### config.mk
export PLATFORM = sky130hd
export DESIGN_NAME = fetch_pc_unit
export DESIGN_NICKNAME = d
export VERILOG_FILES = /design/src/rtl/mips_pkg.sv /design/src/rtl/next_pc_sel.sv /design/src/rtl/fetch_pc_unit.sv
export SDC_FILE = /design/constraint.sdc
export NUM_CORES = 1
export LEC_CHECK = 0
export BUFFER_PORTS_ARGS = -buffer_cell sky130_fd_sc_hd__buf_4
export CORE_ASPECT_RATIO = 1.25
export CORE_MARGIN = 10
export CORE_UTILIZATION = 52
export CTS_BUF_LIST = sky130_fd_sc_hd__clkbuf_8
export DETAILED_ROUTE_END_ITERATION = 16
export HOLD_SLACK_MARGIN = 0.05
export MAX_ROUTING_LAYER = met4
export PLACE_DENSITY = 0.93
export SYNTH_ARGS = -nofsm -noshare
export SYNTH_HDL_FRONTEND = slang
export SYNTH_SLANG_ARGS = --single-unit
### constraint.sdc
create_clock -name i_clk -period 5.2 [get_ports i_clk]
set_input_delay 0.26 -clock i_clk [delete_from_list [all_inputs] [get_ports i_clk]]
set_output_delay 0.26 -clock i_clk [all_outputs]
set_load 0.005 [all_outputs]
### src/rtl/mips_pkg.sv
// Shared definitions for the fetch stage: fetch FSM states, opcodes and
// default widths/reset values.
package mips_pkg;

  localparam int XLEN = 32;
  localparam logic [31:0] RESET_PC_DEFAULT = 32'h0000_0000;

  typedef enum logic [1:0] {
    S_IDLE  = 2'd0,
    S_FETCH = 2'd1,
    S_EXEC  = 2'd2
  } state_e;

  localparam logic [5:0] OPC_RTYPE = 6'h00;
  localparam logic [5:0] OPC_J     = 6'h02;
  localparam logic [5:0] OPC_JAL   = 6'h03;
  localparam logic [5:0] OPC_BEQ   = 6'h04;
  localparam logic [5:0] OPC_BNE   = 6'h05;
  localparam logic [5:0] OPC_ADDI  = 6'h08;
  localparam logic [5:0] OPC_LW    = 6'h23;
  localparam logic [5:0] OPC_SW    = 6'h2B;

endpackage

### src/rtl/next_pc_sel.sv
// Combinational next-PC selection from the decoder's branch/jump controls,
// the ALU zero flag and the immediate/target fields of the instruction.
module next_pc_sel
  import mips_pkg::*;
(
  input  logic [XLEN-1:0] pc_plus4_i,
  input  logic [XLEN-1:0] instr_i,
  input  logic            branch_beq_i,
  input  logic            branch_bne_i,
  input  logic            jump_i,
  input  logic            zero_i,
  output logic [XLEN-1:0] next_pc_o
);

  logic [15:0]     imm;
  logic [XLEN-1:0] brTarget;
  logic [XLEN-1:0] jTarget;
  logic [XLEN-1:0] selPc;
  logic            unused_opcode;

  assign imm           = instr_i[15:0];
  assign brTarget      = pc_plus4_i + {{14{imm[15]}}, imm, 2'b00};
  assign jTarget       = {pc_plus4_i[31:28], instr_i[25:0], 2'b00};
  assign unused_opcode = ^instr_i[31:26];

  // Controls the decoder leaves undriven fail every if-test, so they fall through to pc+4.
  always_comb begin
    selPc = pc_plus4_i;
    if (jump_i == 1'b1) begin
      selPc = jTarget;
    end else if (branch_beq_i == 1'b1 && zero_i == 1'b1) begin
      selPc = brTarget;
    end else if (branch_bne_i == 1'b1 && zero_i == 1'b0) begin
      selPc = brTarget;
    end
  end

  assign next_pc_o = {selPc[XLEN-1:2], 2'b00};

endmodule

### src/rtl/fetch_pc_unit.sv
// Instruction-fetch stage: PC register, instruction register and the
// IDLE/FETCH/EXEC sequencer driving the instruction-memory handshake.
module fetch_pc_unit
  import mips_pkg::*;
#(
  parameter logic [31:0] RESET_PC = RESET_PC_DEFAULT,
  parameter int          XLEN     = 32
) (
  input  logic            i_clk,
  input  logic            i_rst,
  output logic            o_imem_req,
  output logic [XLEN-1:0] o_imem_addr,
  input  logic            i_imem_ready,
  input  logic [XLEN-1:0] i_imem_rdata,
  output logic [XLEN-1:0] o_instr,
  output logic            o_instr_valid,
  input  logic            i_stall,
  input  logic            i_branch_beq,
  input  logic            i_branch_bne,
  input  logic            i_jump,
  input  logic            i_zero,
  output logic [XLEN-1:0] o_pc,
  output logic [XLEN-1:0] o_pc_plus4
);

  state_e          state_q, state_d;
  logic [XLEN-1:0] pc_q, pc_d;
  logic [XLEN-1:0] instr_q, instr_d;
  logic [XLEN-1:0] pcPlus4;
  logic [XLEN-1:0] nextPc;

  assign pcPlus4 = pc_q + XLEN'(4);

  next_pc_sel u_next_pc_sel (
    .pc_plus4_i   (pcPlus4),
    .instr_i      (instr_q),
    .branch_beq_i (i_branch_beq),
    .branch_bne_i (i_branch_bne),
    .jump_i       (i_jump),
    .zero_i       (i_zero),
    .next_pc_o    (nextPc)
  );

  always_comb begin
    state_d = state_q;
    pc_d    = pc_q;
    instr_d = instr_q;
    case (state_q)
      S_IDLE: begin
        state_d = S_FETCH;
      end
      S_FETCH: begin
        if (i_imem_ready) begin
          instr_d = i_imem_rdata;
          state_d = S_EXEC;
        end
      end
      S_EXEC: begin
        if (!i_stall) begin
          pc_d    = nextPc;
          state_d = S_FETCH;
        end
      end
      default: begin
        state_d = S_IDLE;
      end
    endcase
  end

  // Reset wins over any response arriving in the same cycle.
  always_ff @(posedge i_clk) begin
    if (i_rst) begin
      state_q <= S_IDLE;
      pc_q    <= {RESET_PC[XLEN-1:2], 2'b00};
      instr_q <= '0;
    end else begin
      state_q <= state_d;
      pc_q    <= pc_d;
      instr_q <= instr_d;
    end
  end

  assign o_imem_req    = (state_q == S_FETCH);
  assign o_imem_addr   = pc_q;
  assign o_instr       = instr_q;
  assign o_instr_valid = (state_q == S_EXEC);
  assign o_pc          = pc_q;
  assign o_pc_plus4    = pcPlus4;

endmodule

==> impl_metrics.json, run 1 <==
{
  "ios": 170,
  "r2r_slack_ns": 1.14,
  "path_class": "reg2reg",
  "fin_worst_skew_ns": 0.00845,
  "place_ws_ns": 1.19,
  "tightest_slew_ns": 0.969,
  "drt-total-wl_um": 16900,
  "area_growth_pct": 24.3,
  "slew_headroom_pct": 35.3,
  "start_util_pct": 53.4,
  "power_mw": 1.20,
  "min_from": "i_imem_rdata[24]",
  "grtUsageTotal_pct": 22.9,
  "hold_depth": 3,
  "synth_commonest_cells": "nand2_1, a21oi_1, dfxtp_1",
  "async_flop_share_pct": 0,
  "grt-ovfl-total": 0,
  "pwr-share-comb_pct": 17.7,
  "hold_path_class": "in2reg",
  "p_switching_mw": 0.339,
  "fin_crit_ns": 4.06,
  "endpoint_kind": "register",
  "die_x_um": 109,
  "path_clk_slew_ns": 0.07,
  "io_buffers": 163,
  "rr_worst_depth": 15,
  "num_rows": 40,
  "cp_slowest_cell": "dfxtp_1",
  "ys.warnings.count": 0,
  "leakage_nw": 2.97,
  "syn-mean-instance-area_um2": 7.47,
  "outcome": "finished clean",
  "drc": 0,
  "ys_ff_latch": 64,
  "numCtsBuffers": 9,
  "antenna_found_initial": 0,
  "drt_iter0_drc": 363,
  "swShare_pct": 28.4,
  "utilization_pct": 66.3,
  "htreeDepth": 3,
  "cts_buffer_depth": 2,
  "syn_area_mm2": 0.00515,
  "whs_ns": 0.157,
  "final_cells": 934,
  "grt_max_degree": 62,
  "internal_power_mw": 0.857,
  "dpl.hpwl_um": 12700,
  "pwr-share-clk_pct": 38.0,
  "cp-start-kind": "register",
  "hold_end": "o_instr[24]",
  "vias": 5541,
  "synth_top_area_share_pct": 24.9,
  "timing.rr.start": "o_imem_addr[2]",
  "die_h_um": 131,
  "placed_cell_area_mm2": 0.00620,
  "wl_per_cell_um": 18.1,
  "insertion_delay_ns": 0.35,
  "path_max_fanout": 9,
  "reg2reg_to": "o_imem_addr[31]",
  "setup_slack_ns": 1.14,
  "cts.sinks": 64,
  "viasPerCell": 5.93,
  "drv_cap": 0,
  "power.density_mw_per_mm2": 187,
  "clock-root-buffer": "clkbuf_8",
  "ant_nets": 0,
  "diodes": 0,
  "yosys-top-cells-area": "dfxtp_1, nand2_1, ha_1",
  "cpMostUsedCell": "a21o_1",
  "synth-seq-area-share_pct": 24.9,
  "finalWeightedCongestion": 1.02,
  "first_global_vias": 5355,
  "synth.most_common_cell": "nand2_1",
  "layout-drive-gt1-share_pct": 25.6,
  "synth_edf_count": 0,
  "rsz0062_at_grt": "no",
  "hold_viol": 0,
  "timing.fmax_ghz": 0.246,
  "syn_inst": 690,
  "cts_setup_buffers": 0,
  "timing.final.crit_share_pct": 78.1,
  "dominantRegCellSynth": "dfxtp_1",
  "report.final.slew_viol_count": 0,
  "setup-tns-final_ns": 0,
  "grt_pass1_wl_um": 26100,
  "pwr-share-seq_pct": 44.4,
  "setup_violations": 0,
  "vdd.ir_drop.worst_mv": 0.198,
  "dp.cells": 919,
  "fin_nets": 881,
  "drt_pass1_iterations": 7,
  "cts.repair.resized": 0,
  "cts_hold_buf": 0,
  "synth_cell_type_count": 68,
  "cts_tree": "yes",
  "yosysTopAreaCell": "dfxtp_1",
  "final_area_mm2": 0.00641,
  "die_area_mm2": 0.0143,
  "coreArea_mm2": 0.00966,
  "cp.arrival_ns": 4.30,
  "cp_data_required_time_ns": 5.44,
  "slowest_delay_ns": 0.45,
  "crit_chain": "ha_1, and4_1, nand4_2, nor2_1, nand3_2, xnor2_1, ha_1, a21o_1, a21o_1, a21o_1, o221ai_1, a21oi_1, nor3b_2, mux2i_1, mux2_1"
}
sequential cells by signal, summed over array words and instances (netlist names):
name and cells:
state_q 2, o_imem_addr 30, o_instr 32
power by group through the flow:
| stage | combinational (mW) | sequential, mW | clock, mW |
|---|---|---|---|
| after floorplan | 0.122 | 0.536 | 0 |
| after global placement | 0.204 | 0.540 | 0 |
| after detailed placement | 0.208 | 0.541 | 0 |
| after CTS | 0.209 | 0.530 | 0.461 |
| after global routing | 0.230 | 0.532 | 0.485 |
| final | 0.211 | 0.530 | 0.454 |
layer usage:
layer | wire (um) | global-route usage (%) | up-vias
met5 | 0 | - | -
met4 | 588 | 11.0 | 0
met3 | 1520 | 4.45 | 55
met2 | 8470 | 38.1 | 292
met1 | 6280 | 25.2 | 2568
li1 | - | - | 2626
kinds of logic (layout without fill, tap and decap cells):
family / after synthesis / after routing / share of synthesized area (%)
xor gates and xnor gates: 51 / 51 / 8.67
AOI/OAI and AO/OA: 193 / 193 / 24.5
other: 1 / 6 / 0.0727
DFF: 64 / 64 / 24.9
buffers and inverters: 80 / 193 / 8.47
adders and majority gates: 37 / 37 / 9.13
muxes: 7 / 7 / 1.41
and+or+nand+nor: 257 / 257 / 22.9
cell usage in the layout (no fill, tap or decap), types with 3 or more instances in the layout:
cell       synthesis  routed
a211oi_1           5       5
nor2b_1            9       8
buf_4             36     168
inv_1             10      10
and4_1             7       7
nand3_1           14      14
a221oi_1           4       4
nand2b_1           7       7
ha_1              36      36
nand2_1          130     130
a21oi_1           80      80
xor2_1            18      18
a2111oi_0          3       3
clkbuf_8           0      12
or3_1              6       6
o22ai_1            3       3
mux2i_1            5       4
conb_1             1       6
and2_1             3       3
o21ai_0           28      28
o211ai_1          16      16
and3_1            10      10
nand4_1            6       6
xnor2_1           33      33
a21o_1            12      12
nor3_1             7       7
o21a_1             3       3
dfxtp_1           64      64
nor2_1            49      48
a31oi_1            7       7
worst max-delay path, delay by kind of cell (launching register included):
family,cells,cell delay (ns)
and+or+nand+nor,5,1.21
AOI/OAI and AO/OA,5,0.89
adders and majority gates,2,0.65
muxes,2,0.57
DFF,1,0.45
xor gates and xnor gates,1,0.18
worst max path at each step:
stage	startpoint	to	slack, ns	depth (start not counted)
after floorplan	o_imem_addr[2]	o_imem_addr[31]	1.50	16
after global routing	o_imem_addr[2]	o_imem_addr[31]	0.91	15
after global placement	o_imem_addr[2]	o_imem_addr[31]	1.32	15
final	o_imem_addr[2]	o_imem_addr[31]	1.14	15
after detailed placement	o_imem_addr[2]	o_imem_addr[31]	1.19	15
after CTS	o_imem_addr[2]	o_imem_addr[31]	1.18	15
final cells by class:
cell class / count / area (um2)
repair buffers: 168 / 1260
well taps: 126 / 158
clock buffers: 12 / 165
multi-input cells: 551 / 3460
flip-flops and latches: 64 / 1280
inverters: 10 / 37.5
fillers: 814 / 3250
clock inverters: 3 / 40.0
Note: power is estimated with default switching activity, not from simulation.
==> run 2, diff against run 1 <==
==> constraint.sdc (replaced) <==
create_clock -name i_clk -period 4 [get_ports i_clk]
set_input_delay 0.2 -clock i_clk [delete_from_list [all_inputs] [get_ports i_clk]]
set_output_delay 0.2 -clock i_clk [all_outputs]
set_load 0.005 [all_outputs]
==> run 2 against run 1 <==
Against the previous run:
- via count increased by 2.5%
- global-route usage up 1.4 points
- final area increased by 2.4%
- total power rose by 30%
- sequential cell count unchanged
- wire length increased by 6.2%
- first-iteration DRC count up 13%
- sequential share of layout area down 0.45 points
- clock skew up 0.0023 ns
- combinational power increased by 36%
- clock power is 28% higher
- final cell count grew 2.0%
==> impl_metrics.json, run 2 (same netlist as run 1, synthesis figures left out) <==
{
  "path_max_fanout": 9,
  "hold_end": "o_instr[5]",
  "final_common_cell": "buf_4",
  "slew_headroom_pct": 45.2,
  "diodes": 0,
  "cp-start-kind": "register",
  "reg2reg_to": "o_imem_addr[31]",
  "outcome": "finished clean",
  "wl_per_cell_um": 18.8,
  "dpl.hpwl_um": 13200,
  "endpoint_kind": "register",
  "timing.rr.start": "o_imem_addr[3]",
  "cp-startpoint": "o_imem_addr[3]",
  "timing.final.crit_share_pct": 94.2,
  "largest_reg_flops": 32,
  "grt_pass1_wl_um": 27600,
  "r2r_slack_ns": 0.23,
  "crit_chain": "ha_1, and4_2, nand4_2, nand2b_1, xnor2_1, ha_1, and3_1, nand4_1, a211oi_2, o2111ai_2, nand3_1, nor3b_2, mux2i_1, mux2_1",
  "numCtsBuffers": 9,
  "power.density_mw_per_mm2": 237,
  "ant_nets": 0,
  "cts_buffer_depth": 2,
  "viasPerCell": 5.96,
  "die_h_um": 131,
  "num_rows": 40,
  "hold_viol": 0,
  "grt-ovfl-total": 0,
  "grtUsageTotal_pct": 24.3,
  "hold_depth": 3,
  "critPathBufInv": 0,
  "most-common-layout-cells": "buf_4, nand2_1, a21oi_1",
  "first_global_vias": 5465,
  "finalWeightedCongestion": 0.949,
  "setup-tns-final_ns": 0,
  "drt-total-wl_um": 17900,
  "cts.sinks": 64,
  "drv_cap": 0,
  "cp_slowest_cell": "dfxtp_1",
  "cp_top_family": "simple AND/OR/NAND/NOR gates",
  "die_x_um": 109,
  "path_class": "reg2reg",
  "vias": 5678,
  "cpMostUsedCell": "ha_1",
  "die_area_mm2": 0.0143,
  "cp.arrival_ns": 4.01,
  "ios": 170,
  "drt_pass1_iterations": 5,
  "setup_violations": 0,
  "cts_tree": "yes",
  "leakage_nw": 3.10,
  "start_util_pct": 53.4,
  "fin_nets": 899,
  "hold_path_class": "in2reg",
  "insertion_delay_ns": 0.36,
  "htreeDepth": 3,
  "fin_worst_skew_ns": 0.0107,
  "utilization_pct": 67.9,
  "path_clk_slew_ns": 0.07,
  "vdd.ir_drop.worst_mv": 0.291,
  "clock-root-buffer": "clkbuf_8",
  "drt_iter0_drc": 410,
  "whs_ns": 0.0852,
  "coreArea_mm2": 0.00966,
  "slowest_delay_ns": 0.35,
  "layout-drive-gt1-share_pct": 27.6,
  "grt_max_degree": 62,
  "min_from": "i_imem_rdata[5]",
  "drc": 0,
  "rr_worst_depth": 14,
  "io_buffers": 163,
  "fin_crit_ns": 3.77,
  "tightest_slew_ns": 0.820,
  "antenna_found_initial": 0,
  "timing.fmax_ghz": 0.266,
  "area_growth_pct": 27.3,
  "report.final.slew_viol_count": 0,
  "cp_data_required_time_ns": 4.25
}
## run 2: what timing repair did
item	in CTS	in global routing
buffers inserted	0	2
setup endpoints to repair	0	1
hold buffers	0	0
gates resized for setup	0	6
## run 2: area by class of cell
cell class / count / area, um2
clock inverters: 5 / 47.5
flip-flops and latches: 64 / 1280
well taps: 126 / 158
repair buffers: 186 / 1400
inverters: 10 / 37.5
clock buffers: 11 / 151
fillers: 786 / 3100
multi-input cells: 551 / 3490
## run 2: through the flow
step / cell area [um2] / setup slack (ns) / std cells / total power [mW]
after floorplan: 5170 / 0.303 / 695 / 0.856
after global placement: 6320 / 0.356 / 935 / 0.972
after detailed placement: 6320 / 0.278 / 935 / 0.980
after CTS: 6520 / 0.224 / 951 / 1.55
after global routing: 6560 / -0.0435 / 953 / 1.61
final: 6560 / 0.234 / 953 / 1.55
## run 2: worst max path at each step
| stage | to | depth (start not counted) | slack, ns |
|---|---|---|---|
| 6_report | o_imem_addr[31] | 14 | 0.23 |
| 3_3_place_gp | o_imem_addr[31] | 15 | 0.36 |
| 3_5_place_dp | o_imem_addr[31] | 15 | 0.28 |
| 4_1_cts | o_imem_addr[31] | 15 | 0.22 |
| 2_1_floorplan | o_imem_addr[31] | 16 | 0.30 |
| 5_1_grt | o_imem_addr[31] | 15 | -0.04 |
## run 2: layer usage
layer  up-vias  track usage [%]  share of wire, %
met2       313             40.7                50
met5         -                -                 0
met1      2652             27.2                37
met4         0             10.4               3.1
met3        42             4.65               9.9
li1       2671                -                 -
## run 2: worst min-delay path: cells and delay by family
| kind | cells | cell delay, ns |
|---|---|---|
| compound gates | 1 | 0.05 |
| buf+inv | 1 | 0.11 |
| simple gates | 1 | 0.04 |
## run 2: power by group
part / internal, mW / total [mW] / switching, mW
sequential: 0.659 / 0.685 / 0.0263
combinational: 0.125 / 0.287 / 0.162
clock: 0.315 / 0.583 / 0.267
total: 1.10 / 1.55 / 0.455
